## src/rtl/stopwatch_pkg.sv

```systemverilog
// Shared types and constants for the stopwatch up-counter.
// BCD digit type, control FSM states and the MM:SS digit bundle.
package stopwatch_pkg;

    typedef logic [3:0] bcd_t;

    typedef enum logic [1:0] {
        IDLE,
        RUN,
        PAUSED,
        DONE
    } sw_state_t;

    localparam bcd_t BCD_MAX_ONES = 4'd9;
    localparam bcd_t BCD_MAX_TENS = 4'd5;

    typedef struct packed {
        bcd_t min_tens;
        bcd_t min_ones;
        bcd_t sec_tens;
        bcd_t sec_ones;
    } bcd_time_t;

endpackage

```

## src/rtl/stopwatch_up_counter_if.sv

```systemverilog
// Command strobes in, MM:SS digits and status out.
// The button/tick side is the master, the counter the slave.
interface stopwatch_up_counter_if;
    import stopwatch_pkg::*;

    logic tick;
    logic start;
    logic stop;
    logic clear;
    bcd_t min_tens;
    bcd_t min_ones;
    bcd_t sec_tens;
    bcd_t sec_ones;
    logic running;
    logic done;
    logic wrap_pulse;

    modport master (
        output tick,
        output start,
        output stop,
        output clear,
        input  min_tens,
        input  min_ones,
        input  sec_tens,
        input  sec_ones,
        input  running,
        input  done,
        input  wrap_pulse
    );

    modport slave (
        input  tick,
        input  start,
        input  stop,
        input  clear,
        output min_tens,
        output min_ones,
        output sec_tens,
        output sec_ones,
        output running,
        output done,
        output wrap_pulse
    );

endinterface

```

## src/rtl/FA4.sv

```systemverilog
// Four-bit ripple adder cell with carry in and carry out.
module FA4 (
    input  logic [3:0] A,
    input  logic [3:0] B,
    input  logic       Cin,
    output logic [3:0] S,
    output logic       Cout
);

    assign {Cout, S} = {1'b0, A} + {1'b0, B} + {4'b0000, Cin};

endmodule

```

## src/rtl/bcd_digit_inc.sv

```systemverilog
// One BCD digit incrementer: adds en_i, rolls to 0 past limit_i.
// carry_o is raised only when an enabled step passes the limit.
module bcd_digit_inc
    import stopwatch_pkg::*;
(
    input  bcd_t digit_i,
    input  logic en_i,
    input  bcd_t limit_i,
    output bcd_t digit_o,
    output logic carry_o
);

    bcd_t sum;
    logic unused_cout;

    // digit <= 9 so the 4-bit sum never overflows
    FA4 u_fa (
        .A    (digit_i),
        .B    (4'd0),
        .Cin  (en_i),
        .S    (sum),
        .Cout (unused_cout)
    );

    assign carry_o = en_i && (digit_i == limit_i);
    assign digit_o = carry_o ? 4'd0 : sum;

endmodule

```

## src/rtl/stopwatch_up_counter.sv

```systemverilog
// MM:SS BCD up-counter with start/stop/clear control FSM.
// WRAP_EN selects wrap at 59:59 or a sticky DONE state.
module stopwatch_up_counter
    import stopwatch_pkg::*;
#(
    parameter bit WRAP_EN = 1'b0
) (
    input logic                  clk,
    input logic                  reset,
    stopwatch_up_counter_if.slave sw
);

    sw_state_t state_q, state_d;
    bcd_time_t cnt_q, cnt_d;
    logic      wrap_q, wrap_d;

    logic inc_en;
    logic c_so, c_st, c_mo, c_mt;
    bcd_t n_so, n_st, n_mo, n_mt;
    logic hold_end;

    // stop, clear and the resuming start all swallow a same-cycle tick
    assign inc_en = sw.tick && !sw.clear && !sw.stop
                    && (state_q == RUN);

    bcd_digit_inc u_so (
        .digit_i (cnt_q.sec_ones),
        .en_i    (inc_en),
        .limit_i (BCD_MAX_ONES),
        .digit_o (n_so),
        .carry_o (c_so)
    );

    bcd_digit_inc u_st (
        .digit_i (cnt_q.sec_tens),
        .en_i    (c_so),
        .limit_i (BCD_MAX_TENS),
        .digit_o (n_st),
        .carry_o (c_st)
    );

    bcd_digit_inc u_mo (
        .digit_i (cnt_q.min_ones),
        .en_i    (c_st),
        .limit_i (BCD_MAX_ONES),
        .digit_o (n_mo),
        .carry_o (c_mo)
    );

    bcd_digit_inc u_mt (
        .digit_i (cnt_q.min_tens),
        .en_i    (c_mo),
        .limit_i (BCD_MAX_TENS),
        .digit_o (n_mt),
        .carry_o (c_mt)
    );

    assign hold_end = c_mt && !WRAP_EN;

    always_comb begin
        state_d = state_q;
        cnt_d   = cnt_q;
        wrap_d  = 1'b0;

        unique case (state_q)
            IDLE, PAUSED: begin
                if (sw.start)
                    state_d = RUN;
            end
            RUN: begin
                if (sw.stop)
                    state_d = PAUSED;
                else if (hold_end)
                    state_d = DONE;
            end
            DONE: begin
                state_d = DONE;
            end
        endcase

        if (inc_en && !hold_end)
            cnt_d = {n_mt, n_mo, n_st, n_so};

        wrap_d = c_mt && WRAP_EN;

        if (sw.clear) begin
            state_d = IDLE;
            cnt_d   = '0;
            wrap_d  = 1'b0;
        end
    end

    always_ff @(posedge clk or posedge reset) begin
        if (reset) begin
            state_q <= IDLE;
            cnt_q   <= '0;
            wrap_q  <= 1'b0;
        end else begin
            state_q <= state_d;
            cnt_q   <= cnt_d;
            wrap_q  <= wrap_d;
        end
    end

    assign sw.min_tens   = cnt_q.min_tens;
    assign sw.min_ones   = cnt_q.min_ones;
    assign sw.sec_tens   = cnt_q.sec_tens;
    assign sw.sec_ones   = cnt_q.sec_ones;
    assign sw.running    = (state_q == RUN);
    assign sw.done       = (state_q == DONE);
    assign sw.wrap_pulse = wrap_q;

endmodule

```

## src/flat_wrapper.sv

```systemverilog
// flat-port wrapper written by rule: the top's interface ports become plain ports
module stopwatch_up_counter_flat import stopwatch_pkg::*;
#(
    parameter bit WRAP_EN = 1'b0
)
  (clk, reset, sw_tick, sw_start, sw_stop, sw_clear, sw_min_tens, sw_min_ones, sw_sec_tens, sw_sec_ones, sw_running, sw_done, sw_wrap_pulse);
  stopwatch_up_counter_if sw_i ();
  input logic clk;
  input logic reset;
  input wire logic [$bits(sw_i.tick)-1:0] sw_tick;
  input wire logic [$bits(sw_i.start)-1:0] sw_start;
  input wire logic [$bits(sw_i.stop)-1:0] sw_stop;
  input wire logic [$bits(sw_i.clear)-1:0] sw_clear;
  output wire logic [$bits(sw_i.min_tens)-1:0] sw_min_tens;
  output wire logic [$bits(sw_i.min_ones)-1:0] sw_min_ones;
  output wire logic [$bits(sw_i.sec_tens)-1:0] sw_sec_tens;
  output wire logic [$bits(sw_i.sec_ones)-1:0] sw_sec_ones;
  output wire logic [$bits(sw_i.running)-1:0] sw_running;
  output wire logic [$bits(sw_i.done)-1:0] sw_done;
  output wire logic [$bits(sw_i.wrap_pulse)-1:0] sw_wrap_pulse;
  assign sw_i.tick = sw_tick;
  assign sw_i.start = sw_start;
  assign sw_i.stop = sw_stop;
  assign sw_i.clear = sw_clear;
  assign sw_min_tens = sw_i.min_tens;
  assign sw_min_ones = sw_i.min_ones;
  assign sw_sec_tens = sw_i.sec_tens;
  assign sw_sec_ones = sw_i.sec_ones;
  assign sw_running = sw_i.running;
  assign sw_done = sw_i.done;
  assign sw_wrap_pulse = sw_i.wrap_pulse;
  stopwatch_up_counter #(.WRAP_EN(WRAP_EN)) u_core (.clk(clk), .reset(reset), .sw(sw_i));
endmodule
```

## config.mk

```make
export PLATFORM = sky130hd
export DESIGN_NAME = stopwatch_up_counter_flat
export DESIGN_NICKNAME = d
export VERILOG_FILES = /design/src/rtl/stopwatch_pkg.sv /design/src/rtl/stopwatch_up_counter_if.sv /design/src/rtl/FA4.sv /design/src/rtl/bcd_digit_inc.sv /design/src/rtl/stopwatch_up_counter.sv /design/src/flat_wrapper.sv
export SDC_FILE = /design/constraint.sdc
export NUM_CORES = 1
export LEC_CHECK = 0
export BUFFER_PORTS_ARGS = -buffer_cell sky130_fd_sc_hd__buf_2
export CORE_MARGIN = 8
export CORE_UTILIZATION = 55
export CTS_BUF_LIST = sky130_fd_sc_hd__clkbuf_4
export DETAILED_ROUTE_END_ITERATION = 8
export PLACE_DENSITY = 0.89
export SLEW_MARGIN = 40
export SYNTH_ARGS = -nofsm -noshare
export SYNTH_HDL_FRONTEND = slang
export SYNTH_SLANG_ARGS = --single-unit
```

## constraint.sdc

```tcl
create_clock -name clk -period 2.6 [get_ports clk]
set_input_delay 0.26 -clock clk [delete_from_list [all_inputs] [get_ports clk]]
set_output_delay 0.26 -clock clk [all_outputs]
set_load 0.01 [all_outputs]
```

## After elaboration in Yosys (flattened, before gate mapping)

Cells that the tools add are included.
Widths: inputs -> output; s select.

- $add $sub $neg: 4
- Multiplexer cells: 11
- Reductions and logical operators: 15
- Div/mod/pow operators: 0
- Bitwise operators: 0
- Shifts and indexed selects: 0
- Equal/unequal tests: 9
- $mul: 0
- Order comparisons: 0

Operators with widths:

| kind | count |
|---|---|
| $mux 16 | 2 |
| $add 4x1->4 | 4 |
| $mux 4 | 4 |
| $eq 4x3->1 const B | 2 |
| $eq 4x4->1 const B | 2 |
| $logic_and 1x1->1 | 8 |
| $mux 2 | 4 |
| $pmux 2 s3 | 1 |
| $eq 2x2->1 const B | 2 |
| $ne 4x3->1 const B | 1 |
| $logic_not 1->1 | 3 |
| $ne 3x3->1 const B | 1 |
| $eq 2x1->1 const B | 1 |
| $logic_not 2->1 | 1 |
| $reduce_and 2->1 | 1 |
| $reduce_bool 2->1 | 1 |
| $reduce_or 2->1 | 1 |

- ROM bits: 0
- Memories kept: 0
- Output and inout port bits: 19
- Word-level logic and storage cells: 44
- Latch bits: 0
- Bits in writable memories: 0
- Bits in registers: 18
- Bits of input ports: 6

## Longest topological paths before layout

- Word-level depth: 12
- Depth in mapped cells: 9
- Depth with buffers taken out: 9

## Cells and area by module

A second synthesis with hierarchy kept.

- Cells, all modules: 186
- Area total of the unflattened synthesis: 1969.4 µm²

By module, submodules not included:

| module | times used | area each (µm²) | sequential area each (µm²) | cells an instance |
|---|---|---|---|---|
| stopwatch_up_counter | 1 | 898.4 | 450.4 | 66 |
| FA4 | 4 | 143.9 | 0.0 | 16 |
| bcd_digit_inc | 4 | 123.9 | 0.0 | 14 |

## Least setup slack after synthesis

No wires, ideal clock.

- Kind: register to register
- Start point: register u_core.state_q[1]
- End point: register u_core.cnt_q, in the netlist u_core.sw.min_ones[2]
- Buffers on the path: 1
- Data arrival time: 1.908 ns
- Data required time: 2.476 ns
- Library setup time: 0.124 ns
- Period minus slack after synthesis: 2.032 ns
- Cell stages (with the launch flop): 9
- Setup slack: 0.568 ns
- Cell sequence: dfrtp_1 -> nor4b_2 -> nand2_2 -> clkbuf_1 -> nor3_1 -> ha_1 -> ha_1 -> nor3b_1 -> a211o_1

- Longest elaborated chain between the ends: 9
- Elaborated cells on any way between the ends: 13
- Classes of those cells: add/sub (1); eq/ne (1); mux (3); reduce/logical (8)

RTL lines:

| element | RTL line | source |
|---|---|---|
| from (decl) | stopwatch_up_counter.sv:13 | `sw_state_t state_q, state_d;` |
| from (signal assigned) | stopwatch_up_counter.sv:99 | `state_q <= state_d;` |
| $eq 2x1->1 (*) | stopwatch_up_counter.sv:24 | `&& (state_q == RUN);` |
| $logic_and 1x1->1 (*) | stopwatch_up_counter.sv:24 |  |
| branches (longest 7 deep; another with $add 4x1->4) | -- |  |
| to (signal assigned) | stopwatch_up_counter.sv:100 | `cnt_q <= cnt_d;` |
| to (decl) | stopwatch_up_counter.sv:14 | `bcd_time_t cnt_q, cnt_d;` |

Mark *: on every way between the ends. The select of a mux whose other input is x is not followed.
A chain may end at the register's enable or synchronous reset.

## Worst setup path after layout

- Start point: register u_core.state_q[1]
- End point: register u_core.cnt_q, in the netlist u_core.sw.min_tens[2]

- Longest elaborated chain between the ends: 9
- Elaborated cells on any way between the ends: 13
- Classes of those cells: add/sub (1); eq/ne (1); mux (3); reduce/logical (8)

RTL lines:

| element | RTL line | source |
|---|---|---|
| $eq 2x1->1 (*) | stopwatch_up_counter.sv:24 |  |
| $logic_and 1x1->1 (*) | stopwatch_up_counter.sv:24 |  |
| $logic_and 1x1->1 (3 in series) | bcd_digit_inc.sv:25 | `assign carry_o = en_i && (digit_i == limit_i);` |
| $add 4x1->4 or $logic_and 1x1->1 (tied branches) | FA4.sv:10, bcd_digit_inc.sv:25 |  |
| $mux 4 or $logic_not 1->1 (tied branches) | bcd_digit_inc.sv:26, stopwatch_up_counter.sv:81 |  |
| $mux 16 or $logic_and 1x1->1 (tied branches) | stopwatch_up_counter.sv:81 | `if (inc_en && !hold_end)` |
| $mux 16 or $reduce_bool 2->1 (tied branches) | -- |  |

Mark *: on every way between the ends. The rest lies on a longest branch, timed or not. The select of a mux whose other input is x is not followed.

==> results <==
- The flow ran to the end, and the final reports show no timing, DRC or antenna violations.
- On the final layout, the worst clock skew is 3.98 ps.
- The total routed wirelength is 2590 um.
- The post-cts hold buffer count is 0.
- The ratio of routed vias to standard cells is 6.41.
- The critical path data arrival time is 2580 ps.
- In this run the count of I/O pins placed on the die edge is 25.
- The number of antenna violations at the first check in global routing is 0.
- After detailed routing, the number of remaining DRC violations is 0.
- The count of different cell masters after synthesis is 37.
- Of all nets on the critical path, the largest fanout is 19.
- In this run the standard cell core region covers 1900 sq um.
- The relative max-transition margin is 54.7%.
- Summed over all nets, the switching power comes to 0.000110 W.
- The number of clock buffers inserted by TritonCTS is 3.
- In the synthesized netlist, the cells that appear most often are 18 x dfrtp_1, 9 x a21oi_1, 8 x ha_1, 7 x nand3_1.
- The required time at the endpoint of the critical path is 2830 ps.
- The static leakage power is 0.639 nW.
- Excluding fillers, the count of instances in the completed layout stands at 154.
- Wire segments on met2 add up to 1260 um in the final route.
- The global-route congestion overflow total is 0.
- The first global-routing pass estimated 4320 um of wire.
- The cell internal power dissipation is 0.000344 W.
- The CTS tree is built.
- After synthesis the netlist holds a flip-flop and latch count of 18.
- The maximum number of pins on one net before global-route repair is 20.
- The async set or reset register ratio after synthesis is 100%.
- The die covers 3620 sq um.
- The combinational power share is 6.6%.
- Setup repair after global routing left no endpoint under its margin.
- Once layout is complete, the utilization of the core stands at 64.3%.
- The master cell of the clock root buffer is clkbuf_4.
- The final route contains 987 vias.
- The HPWL after detailed placement is 1890 um.
- The sequential cell area fraction in the yosys report is 42.0%.
- The number of rows in the core area is 16.
- The sink count of the clock tree is 18.
- The type of element launching the critical path is a register.
- The clock tree buffer depth is 2.
- The category of the worst setup path capture point is a register.
- Synthesis handed over a netlist of 105 instances.
- The pre-CTS worst setup slack is 242 ps.
- Wire segments on met3 add up to 228 um in the final route.
- The post-CTS setup-driven buffer insertion count is 0.
- At the pin with the least slew margin, the transition time is 679 ps.
- The clock network fraction of design power is 30.8%.
- The synthesized design contains 0 enable-type register cells.
- Adding up every negative setup slack in the final design gives 0 ps.
- 0 antenna diodes ended up in the layout.
- The shortest period the worst path allows is 2340 ps.
- The hold violation count in the final report was 0.
- In this run the number of H-tree levels came out at 1.
- The ratio of total power to cell area is 371 nW/um^2.
- The worst hold-check path type is in2async.
- In the final routed layout, each cell accounts on average for 16.8 um.
- For this run, the top clock speed supported by timing is 427 MHz.
- Among all flip-flop cells after synthesis, the most frequent one is dfrtp_1.
- A synthesized cell averages 10.2 sq um.
- The post-synthesis instance area is 1070 sq um.
- The clock insertion delay at the later pin of the skew report is 300 ps.
- Once routing completed, OpenROAD measured the worst setup slack at 257 ps.
- From synthesis to final layout, the design area changed by 14.0%.
- The number of cells after detailed placement is 151.
- The total number of nets in the final design is 143.
- The detailed-routing iteration count for the pre-antenna-repair pass is 4.
- By startpoint and endpoint, the worst setup path is classified as reg2reg.
- The clock transition at the register clock pins on the worst setup and hold paths after CTS is 100 ps.
- The highest signal layer in the routed design is met4.
- In this run the horizontal extent of the chip is 60.2 um.
- The number of setup violations in the final report is 0.
- The largest total area in the synthesized netlist belongs to dfrtp_1.
- The fraction of final layout cells with drive strength greater than 1 is 25.2%.
- The switching fraction of total power is 24.1%.
- The relative contribution of sequential cells to total power is 62.6%.
- For this run, the total global-route usage over all layers was measured as 15.9%.
- The tool flagged a number of max-cap violations equal to 0.
- The remaining antenna violation count after routing is 0.
- The Yosys warning count is 0.
- The synthesized net count is 119.
- VDD sags by at most 0.300 mV.
- After filler insertion, the fill cell instance count of the layout stands at 176.
- After synthesis, the cell types taking the most area are dfrtp_1 42%, ha_1 9.3%, and4bb_1 4.7%.
- The via count of the first global-routing pass is 945.
- Once the floorplan was initialized, standard cells occupied 56.4% of the core.
- Summed over its instances, the top area cell type makes up 42.0% of the synthesized netlist area.
- The hold slack is 45.5 ps.
- The die height is 60.2 um.
- The final weighted congestion of routability-driven global placement is 0.861.
- The number of I/O port buffers is 23.
- For this block, wires on met1 add up to 983 um.
- The final period utilization is 90.1%.
- The final-report max-slew violation count is 0.
- The initial detailed-routing violation count is 28.
- The library cell with the highest instance count after synthesis is dfrtp_1.
-- critical path: stages (launching register included) --
cell and delay, ps:
dfrtp_1 440, nor4b_2 430, nand2_4 210, inv_2 200
and2_1 160, ha_1 170, ha_1 150, nand3_1 70
or3_1 320, a21oi_1 120
-- power by group through the flow --
stage / logic [W] / clock network (W) / registers, W
floorplan: 0.0000193 / 0 / 0.000289
global placement: 0.0000280 / 0 / 0.000289
detailed placement: 0.0000295 / 0 / 0.000290
CTS: 0.0000296 / 0.000138 / 0.000284
global route: 0.0000337 / 0.000152 / 0.000284
finish: 0.0000302 / 0.000140 / 0.000284
-- cell type report --
cell class	instances	area [sq um]	share of cell area, %
Inverter	3	11.3	0.920
Clock buffer	3	22.5	1.84
Timing Repair Buffer	23	115	9.41
Multi-Input combinational cell	80	591	48.3
Sequential cell	18	450	36.8
Tap cell	27	33.8	2.76
-- cells by family after synthesis --
| group | Yosys count | synth area share (%) |
|---|---|---|
| simple gates | 40 | 25.3 |
| compound gates | 30 | 18.8 |
| flops | 18 | 42.0 |
| fa+ha+maj | 8 | 9.32 |
| buf+inv | 7 | 3.50 |
| xor+xnor | 1 | 0.816 |
| other cells | 1 | 0.349 |
-- metal layers --
metal  vias to the layer above  GRT usage [%]
li1                        452              -
met1                       470           18.2
met2                        50           24.7
met3                        15           4.30
met4                         0           11.2
met5                         -              0
-- state kept, by name (all words and copies together) (netlist names) --
| register | count |
|---|---|
| u_core.state_q | 2 |
| u_core.sw.min_tens | 4 |
| u_core.sw.sec_tens | 4 |
| u_core.sw.min_ones | 4 |
| u_core.sw.sec_ones | 4 |
-- stage by stage --
| step | total power, W | instance area [sq um] |
|---|---|---|
| 6_report | 0.000454 | 1220 |
| 5_1_grt | 0.000470 | 1220 |
| 4_1_cts | 0.000452 | 1220 |
| 3_5_place_dp | 0.000319 | 1200 |
| 3_3_place_gp | 0.000317 | 1200 |
| 2_1_floorplan | 0.000308 | 1070 |
-- repair_timing --
action,in CTS,in global routing
endpoints found under the hold margin,0,0
setup endpoints to repair,0,1
resized for setup,0,1
-- path summary, 6_finish.rpt --
check / start / endpoint / slack (ps) / cells past startpoint
max: u_core.state_q[1] / u_core.sw.min_tens[2] / 260 / 9
min reg2reg: u_core.sw.min_ones[3] / u_core.sw.min_ones[3] / 580 / 1
min: reset / u_core.state_q[1] / 50 / 2
max reg2reg: u_core.state_q[1] / u_core.sw.min_tens[2] / 260 / 9
min in group clk: sw_stop / u_core.state_q[0] / 160 / 2
max in group asynchronous: reset / u_core.sw.min_tens[0] / 2130 / 2
-- cells in the final DEF (no fill, tap or decap), types with 2 or more instances in the layout --
cell and instances:
a22o_1 4, or3_1 2, nand4_1 3, clkbuf_4 3, nor2_1 6, inv_1 2
ha_1 8, a211o_1 2, a21oi_1 9, dfrtp_1 18, o21ai_0 6, o31ai_1 2
nor3_1 4, buf_2 23, nand3_1 7, a211oi_1 2, nand4bb_1 2, and2_1 3
and4bb_1 4
No activity file was read; power rests on OpenSTA's default activity.
